[config.mk]
export PLATFORM = sky130hd
export DESIGN_NAME = bm_dl_seq_chunked_adder_with_flags
export DESIGN_NICKNAME = d
export VERILOG_FILES = /design/src/rtl/bm_dl_seq_chunked_adder_with_flags_pkg.sv /design/src/rtl/bm_dl_chunk_adder.sv /design/src/rtl/bm_dl_seq_chunked_adder_with_flags.sv
export SDC_FILE = /design/constraint.sdc
export NUM_CORES = 1
export LEC_CHECK = 0
export ABC_AREA = 1
export BUFFER_PORTS_ARGS = -buffer_cell sky130_fd_sc_hd__buf_2
export CAP_MARGIN = 10
export CORE_ASPECT_RATIO = 0.6
export CORE_UTILIZATION = 45
export CTS_CLUSTER_DIAMETER = 50
export CTS_CLUSTER_SIZE = 12
export DETAILED_ROUTE_END_ITERATION = 7
export PLACE_DENSITY_LB_ADDON = 0.08
export SETUP_SLACK_MARGIN = 0.15
export SLEW_MARGIN = 20
export SYNTH_ARGS = -nofsm -noshare
export SYNTH_HDL_FRONTEND = slang
export SYNTH_SLANG_ARGS = --single-unit
[constraint.sdc]
create_clock -name clock -period 9.8 [get_ports clock]
set_clock_uncertainty 0.1 [all_clocks]
set_input_delay 1.96 -clock clock [delete_from_list [all_inputs] [get_ports clock]]
set_output_delay 1.96 -clock clock [all_outputs]
set_load 0.02 [all_outputs]
[src/rtl/bm_dl_seq_chunked_adder_with_flags_pkg.sv]
// Shared types and sizing helpers for the chunked sequential adder.
// FSM state encoding, default widths and counter sizing live here.
package bm_dl_seq_chunked_adder_with_flags_pkg;

  typedef enum logic [1:0] {
    ST_IDLE = 2'd0,
    ST_RUN  = 2'd1,
    ST_DONE = 2'd2
  } state_t;

  localparam int DEF_N     = 32;
  localparam int DEF_CHUNK = 8;

  function automatic int num_chunks(input int n, input int chunk);
    return n / chunk;
  endfunction

  // A single-chunk build still needs a 1-bit counter to keep the port widths legal.
  function automatic int cnt_width(input int nc);
    return (nc > 1) ? $clog2(nc) : 1;
  endfunction

endpackage

[src/rtl/bm_dl_chunk_adder.sv]
// W-bit combinational adder slice: sum, carry-out and carry into the slice MSB.
// Zero latency; no flow control.
module bm_dl_chunk_adder
  import bm_dl_seq_chunked_adder_with_flags_pkg::*;
#(
  parameter int W = DEF_CHUNK
) (
  input  logic [W-1:0] a,
  input  logic [W-1:0] b,
  input  logic         cin,
  output logic [W-1:0] sum,
  output logic         cout,
  output logic         c_msb
);

  logic [W:0] full;

  assign full  = {1'b0, a} + {1'b0, b} + {{W{1'b0}}, cin};
  assign sum   = full[W-1:0];
  assign cout  = full[W];
  // Carry into the MSB falls out of the MSB sum bit without a second adder.
  assign c_msb = sum[W-1] ^ a[W-1] ^ b[W-1];

endmodule

[src/rtl/bm_dl_seq_chunked_adder_with_flags.sv]
// Sequential N-bit adder, CHUNK bits per cycle, carry/overflow flags; optional SUBTRACT_MODE_EN adds `sub`.
// Latency N/CHUNK cycles from accepted start to done; start is ignored while busy (not queued).
module bm_dl_seq_chunked_adder_with_flags
  import bm_dl_seq_chunked_adder_with_flags_pkg::*;
#(
  parameter int N     = DEF_N,
  parameter int CHUNK = DEF_CHUNK
) (
  input  logic         clock,
  input  logic         reset,
  input  logic         start,
  input  logic         carryin,
`ifdef SUBTRACT_MODE_EN
  input  logic         sub,
`endif
  input  logic [N-1:0] X,
  input  logic [N-1:0] Y,
  output logic         busy,
  output logic         done,
  output logic [N-1:0] S,
  output logic         carryout,
  output logic         overflow
);

  localparam int NC = num_chunks(N, CHUNK);
  localparam int CW = cnt_width(NC);

  state_t           state, state_nxt;
  logic [CW-1:0]    cnt;
  logic [N-1:0]     xr, yr, psum, sum_full;
  logic             carry;
  logic             last, accept, b_inv;
  logic [CHUNK-1:0] a_chunk, b_chunk, sum_chunk;
  logic             cout_chunk, cmsb_chunk;

`ifdef SUBTRACT_MODE_EN
  assign b_inv = sub;
`else
  assign b_inv = 1'b0;
`endif

  assign last   = (cnt == CW'(NC - 1));
  assign accept = start && ((state == ST_IDLE) || (state == ST_DONE));
  assign busy   = (state == ST_RUN);
  assign done   = (state == ST_DONE);

  assign a_chunk = xr[cnt*CHUNK +: CHUNK];
  assign b_chunk = yr[cnt*CHUNK +: CHUNK];

  bm_dl_chunk_adder #(.W(CHUNK)) u_chunk (
    .a     (a_chunk),
    .b     (b_chunk),
    .cin   (carry),
    .sum   (sum_chunk),
    .cout  (cout_chunk),
    .c_msb (cmsb_chunk)
  );

  always_comb begin
    sum_full = psum;
    sum_full[cnt*CHUNK +: CHUNK] = sum_chunk;
  end

  always_ff @(posedge clock or posedge reset) begin
    if (reset) state <= ST_IDLE;
    else       state <= state_nxt;
  end

  always_comb begin
    state_nxt = state;
    case (state)
      ST_IDLE: if (start) state_nxt = ST_RUN;
      ST_RUN:  if (last)  state_nxt = ST_DONE;
      ST_DONE: state_nxt = start ? ST_RUN : ST_IDLE;
      default: state_nxt = ST_IDLE;
    endcase
  end

  // Subtraction is folded in at latch time so the run loop is a plain add.
  always_ff @(posedge clock or posedge reset) begin
    if (reset) begin
      xr       <= '0;
      yr       <= '0;
      psum     <= '0;
      carry    <= 1'b0;
      cnt      <= '0;
      S        <= '0;
      carryout <= 1'b0;
      overflow <= 1'b0;
    end else if (accept) begin
      xr    <= X;
      yr    <= Y ^ {N{b_inv}};
      carry <= carryin ^ b_inv;
      cnt   <= '0;
    end else if (state == ST_RUN) begin
      psum  <= sum_full;
      carry <= cout_chunk;
      cnt   <= cnt + 1'b1;
      if (last) begin
        S        <= sum_full;
        carryout <= cout_chunk;
        overflow <= cout_chunk ^ cmsb_chunk;
      end
    end
  end

endmodule

==> flow_results.org <==
** Drt
- Wirelength, routed :: 16500 um
- For this run, design rule violations remaining after detail routing come to 0.
- First-pass detailed-route iteration total :: 7
- Vias per cell :: 5.08
- Vias :: 5772
- In the final routed layout, each cell accounts on average for 14.6 um.
- After the first detailed-routing iteration, the DRC count stood at 336.
- Remaining antenna violation count after routing :: 0

** GRT
- Global Route Usage Sum :: 0.244
- The number of antenna violations at the first check in global routing came to 0.
- The first global-routing pass estimated 27800 um of wire.
- Total global routing overflow :: 0
- Entering global routing, the biggest net connects 75 pins.
- Via count of the first global-routing pass :: 5573

** Synth
- Top cells by area in the synthesized netlist :: sky130_fd_sc_hd__dfrtp_1, sky130_fd_sc_hd__nand2_1, sky130_fd_sc_hd__o21ai_0
- Xor and xnor area share after synthesis :: 0.00538
- Area share of the leading cell type in the synthesized netlist :: 0.519
- Register bit total from synthesis :: 135
- Synthesis produced a netlist with a net count of 926.
- Distinct cells, synth :: 33
- Post-Synth Adder-Cell Area :: 0.0311
- Of the synthesized area, sequential elements account for 0.519.
- After synthesis, the share of flip-flops with an asynchronous set or reset is 1.00.
- After synthesis the cells add up to 6510 um2.
- Largest family of logic cells by synthesized area :: simple AND/OR/NAND/NOR gates
- The synthesized design contains 0 enable-type register cells.
- For this run, the leading register cell type out of synthesis is sky130_fd_sc_hd__dfrtp_1.
- Multiplexer share of the synthesized area :: 0
- Counting every instance in the synthesized netlist gives 843.
- Number of warnings printed during yosys synthesis :: 0
- Simple-gate area share of the yosys netlist :: 0.296
- Avg Cell Area, Syn :: 7.72 um2
- Cell taking the most area after synthesis :: sky130_fd_sc_hd__dfrtp_1
- The compound-gate portion of the synthesized area is 0.0867.

** CTS
- The H-tree generated during clock tree synthesis spans 4 levels.
- CTS sink count :: 135
- No sink is reached through more buffers than the 2 on the longest clock path.
- The tree is rooted in a sky130_fd_sc_hd__clkbuf_16.
- The number of clock buffers added by TritonCTS is 17.
- Hold-fix buffers at CTS :: 0
- Post-CTS resize count :: 0
- Skew-Pair Late Insertion Delay :: 420 ps
- After clock tree synthesis, the clock-pin slew on the worst setup and hold paths is 60 ps.
- Clock tree from TritonCTS :: built
- Post-CTS Repair Setup Buffers :: 0

** Pwr
- Leakage component of the power :: 4.27 nW
- Across the VDD grid, the largest voltage drop is 0.171 mV.
- The share of total power dissipated in sequential elements is 0.282.
- Int Pwr :: 1.73 mW
- Gate power share :: 0.503
- Power density of the placed cells :: 418 nW/um2
- Share of total power in the clock network :: 0.215
- Summed over all nets, the switching power comes to 1.52 mW.
- Switch share :: 0.468

** Placed design
- Number of buffers inserted by port buffering :: 103
- Once detailed placement completed, the half-perimeter wirelength came to 11300 um.
- Cell Count Post-Placement :: 1104
- At the placement stage, the worst setup path has a slack of 5960 ps.
- The congestion estimate from routability-driven global placement came to 0.799.
- The placed instances occupy a cell area of 7140 um2.

** Worst setup path
- Critical path start-end classification :: reg2out
- At the worst endpoint, the required time is 7740 ps.
- In this run the worst path has a maximum fanout of 58.
- The worst setup path is captured at a primary output.
- Critical Path Slowest Stage Cell :: sky130_fd_sc_hd__buf_4
- The worst setup path is launched from a flop.
- Largest incremental delay on the critical path :: 460 ps
- At the worst endpoint, the arrival time is 1680 ps.
- Worst path cell trace :: inv_1 > nor2_4 > buf_4 > buf_2

** Die
- Area of the die :: 15000 um2
- Core Footprint :: 13900 um2
- From left edge to right edge, the die measures 157 um.
- For this configuration, the core starts out at a cell density of 0.469.
- The initialized floorplan defines 33 standard-cell rows.
- Die span in y :: 95.2 um
- 104 I/O pins were placed.

** Finish
- Fraction of layout cells with a size suffix above 1 :: 0.167
- Number of filler instances in the final layout :: 1352
- Final instance area :: 7780 um2
- Across the whole layout, storage elements account for 3380 um2.
- Number of nets at the end of the flow :: 1014
- The number of antenna diodes in the final layout is 0.
- Leaving out filler cells and counting taps, the final layout contains 1136.
- Footprint of the multi-input gates :: 2740 um2
- Relative area change from synthesis to final layout :: 19.6%

** Timing
- Setup repair after global routing left no endpoint under its margin.
- Hold Violations, Final :: 0
- PnR worst setup slack :: 6060 ps
- The max-slew violation total from the final report came to 0.
- The worst path in the final design needs a cycle of 3740 ps, including I/O delays and setup.
- Based on the critical path, the design can be clocked at up to 0.267 GHz.
- Final worst hold slack :: 374 ps
- Actual slew at the worst max-slew pin :: 1050 ps
- After routing, the total negative slack on setup checks comes to 0 ps.
- Final critical-path share of the clock period :: 0.382
- In this run the tightest slew margin relative to its limit is 0.301.
- Endpoints failing setup :: 0

** Hold path
- The min-delay analysis places its worst path in the category reg2reg.

** Job
- Max-cap violations :: 0

** Run status
- The flow ran to the end, and the final reports show no timing, DRC or antenna violations.
worst paths after layout:
check	startpoint	end	slack, ps	depth (start not counted)
worst min-delay path	S[6]$_DFFE_PP0P_	S[6]$_DFFE_PP0P_	370	2
worst min register to register	S[6]$_DFFE_PP0P_	S[6]$_DFFE_PP0P_	370	2
min in group asynchronous	reset	overflow$_DFFE_PP0P_	1590	2
worst max-delay path	state[0]$_DFFE_PP0P_	busy	6060	4
worst max register to register	cnt[1]$_DFFE_PP0P_	S[12]$_DFFE_PP0P_	6080	12
max in group asynchronous	reset	yr[8]$_DFFE_PP0P_	6600	3
area by class of cell:
class | count | area share
sequential | 135 | 0.434
tap | 192 | 0.0309
multi-input combinational | 609 | 0.352
clock inverter | 15 | 0.0278
timing repair buffer | 109 | 0.0720
inverter | 59 | 0.0288
clock buffer | 17 | 0.0546
sequential cells by signal (all words and copies together) (netlist names):
signal / flops
S: 32
carry: 1
carryout: 1
cnt: 2
overflow: 1
psum: 32
state: 2
xr: 32
yr: 32
routing by layer:
| layer | vias up | wire length (um) | GRT usage | part of all wire |
|---|---|---|---|---|
| li1 | 2832 | - | - | - |
| met1 | 2738 | 8470 | 0.364 | 0.51 |
| met2 | 190 | 6870 | 0.356 | 0.42 |
| met3 | 12 | 1070 | 0.0473 | 0.064 |
| met4 | 0 | 136 | 0.0769 | 0.0082 |
| met5 | - | 0 | 0 | 0 |
placed cells by master (no fill, tap or decap), types with 4 or more instances in the layout:
| master | n |
|---|---|
| sky130_fd_sc_hd__a21oi_1 | 4 |
| sky130_fd_sc_hd__buf_2 | 103 |
| sky130_fd_sc_hd__buf_4 | 6 |
| sky130_fd_sc_hd__bufinv_16 | 4 |
| sky130_fd_sc_hd__clkbuf_16 | 17 |
| sky130_fd_sc_hd__dfrtp_1 | 135 |
| sky130_fd_sc_hd__ha_1 | 13 |
| sky130_fd_sc_hd__inv_1 | 54 |
| sky130_fd_sc_hd__inv_6 | 4 |
| sky130_fd_sc_hd__nand2_1 | 416 |
| sky130_fd_sc_hd__nand3_1 | 25 |
| sky130_fd_sc_hd__nand4_1 | 6 |
| sky130_fd_sc_hd__nor2_1 | 36 |
| sky130_fd_sc_hd__o21ai_0 | 52 |
| sky130_fd_sc_hd__o21ai_1 | 4 |
| sky130_fd_sc_hd__o22ai_1 | 26 |
stage by stage:
stage	total power [mW]	util
after floorplan	2.07	-
after global placement	2.49	0.515
after CTS	3.26	0.561
final	3.26	0.561
after detailed placement	2.54	0.515
after global routing	3.53	0.561
cell usage after synthesis, types with 3 or more instances:
cell type                  count
sky130_fd_sc_hd__o21ai_1       4
sky130_fd_sc_hd__clkbuf_1     20
sky130_fd_sc_hd__xor2_1        3
sky130_fd_sc_hd__ha_1         13
sky130_fd_sc_hd__a31oi_1       3
sky130_fd_sc_hd__nor2_1       37
sky130_fd_sc_hd__dfrtp_1     135
sky130_fd_sc_hd__inv_1        56
sky130_fd_sc_hd__a21oi_1       4
sky130_fd_sc_hd__o21ai_0      52
sky130_fd_sc_hd__buf_1         4
sky130_fd_sc_hd__buf_2        14
sky130_fd_sc_hd__nand4_1       6
sky130_fd_sc_hd__nand2_1     417
sky130_fd_sc_hd__o22ai_1      26
sky130_fd_sc_hd__nand3_1      25
critical path, delay by kind of cell, from the launching register on:
kind,cells,cell delay [ps]
buf+inv,3,830
flops,1,340
simple gates,1,80
power by group through the flow:
stage                     Sequential (mW)  Clock (mW)  Combinational (mW)
after detailed placement            0.922           0                1.62
after global placement              0.916           0                1.57
after CTS                           0.916       0.709                1.63
after global routing                0.945       0.734                1.85
after floorplan                     0.954           0                1.12
final                               0.918       0.699                1.64
cells by family after synthesis:
group | after synthesis
buffers and inverters | 99
adder cells (fa/ha/maj) | 15
XOR/XNOR | 4
AO/OA/AOI/OAI | 98
flip-flops | 135
AND/OR/NAND/NOR | 492
Note: power is estimated with default switching activity, not from simulation.
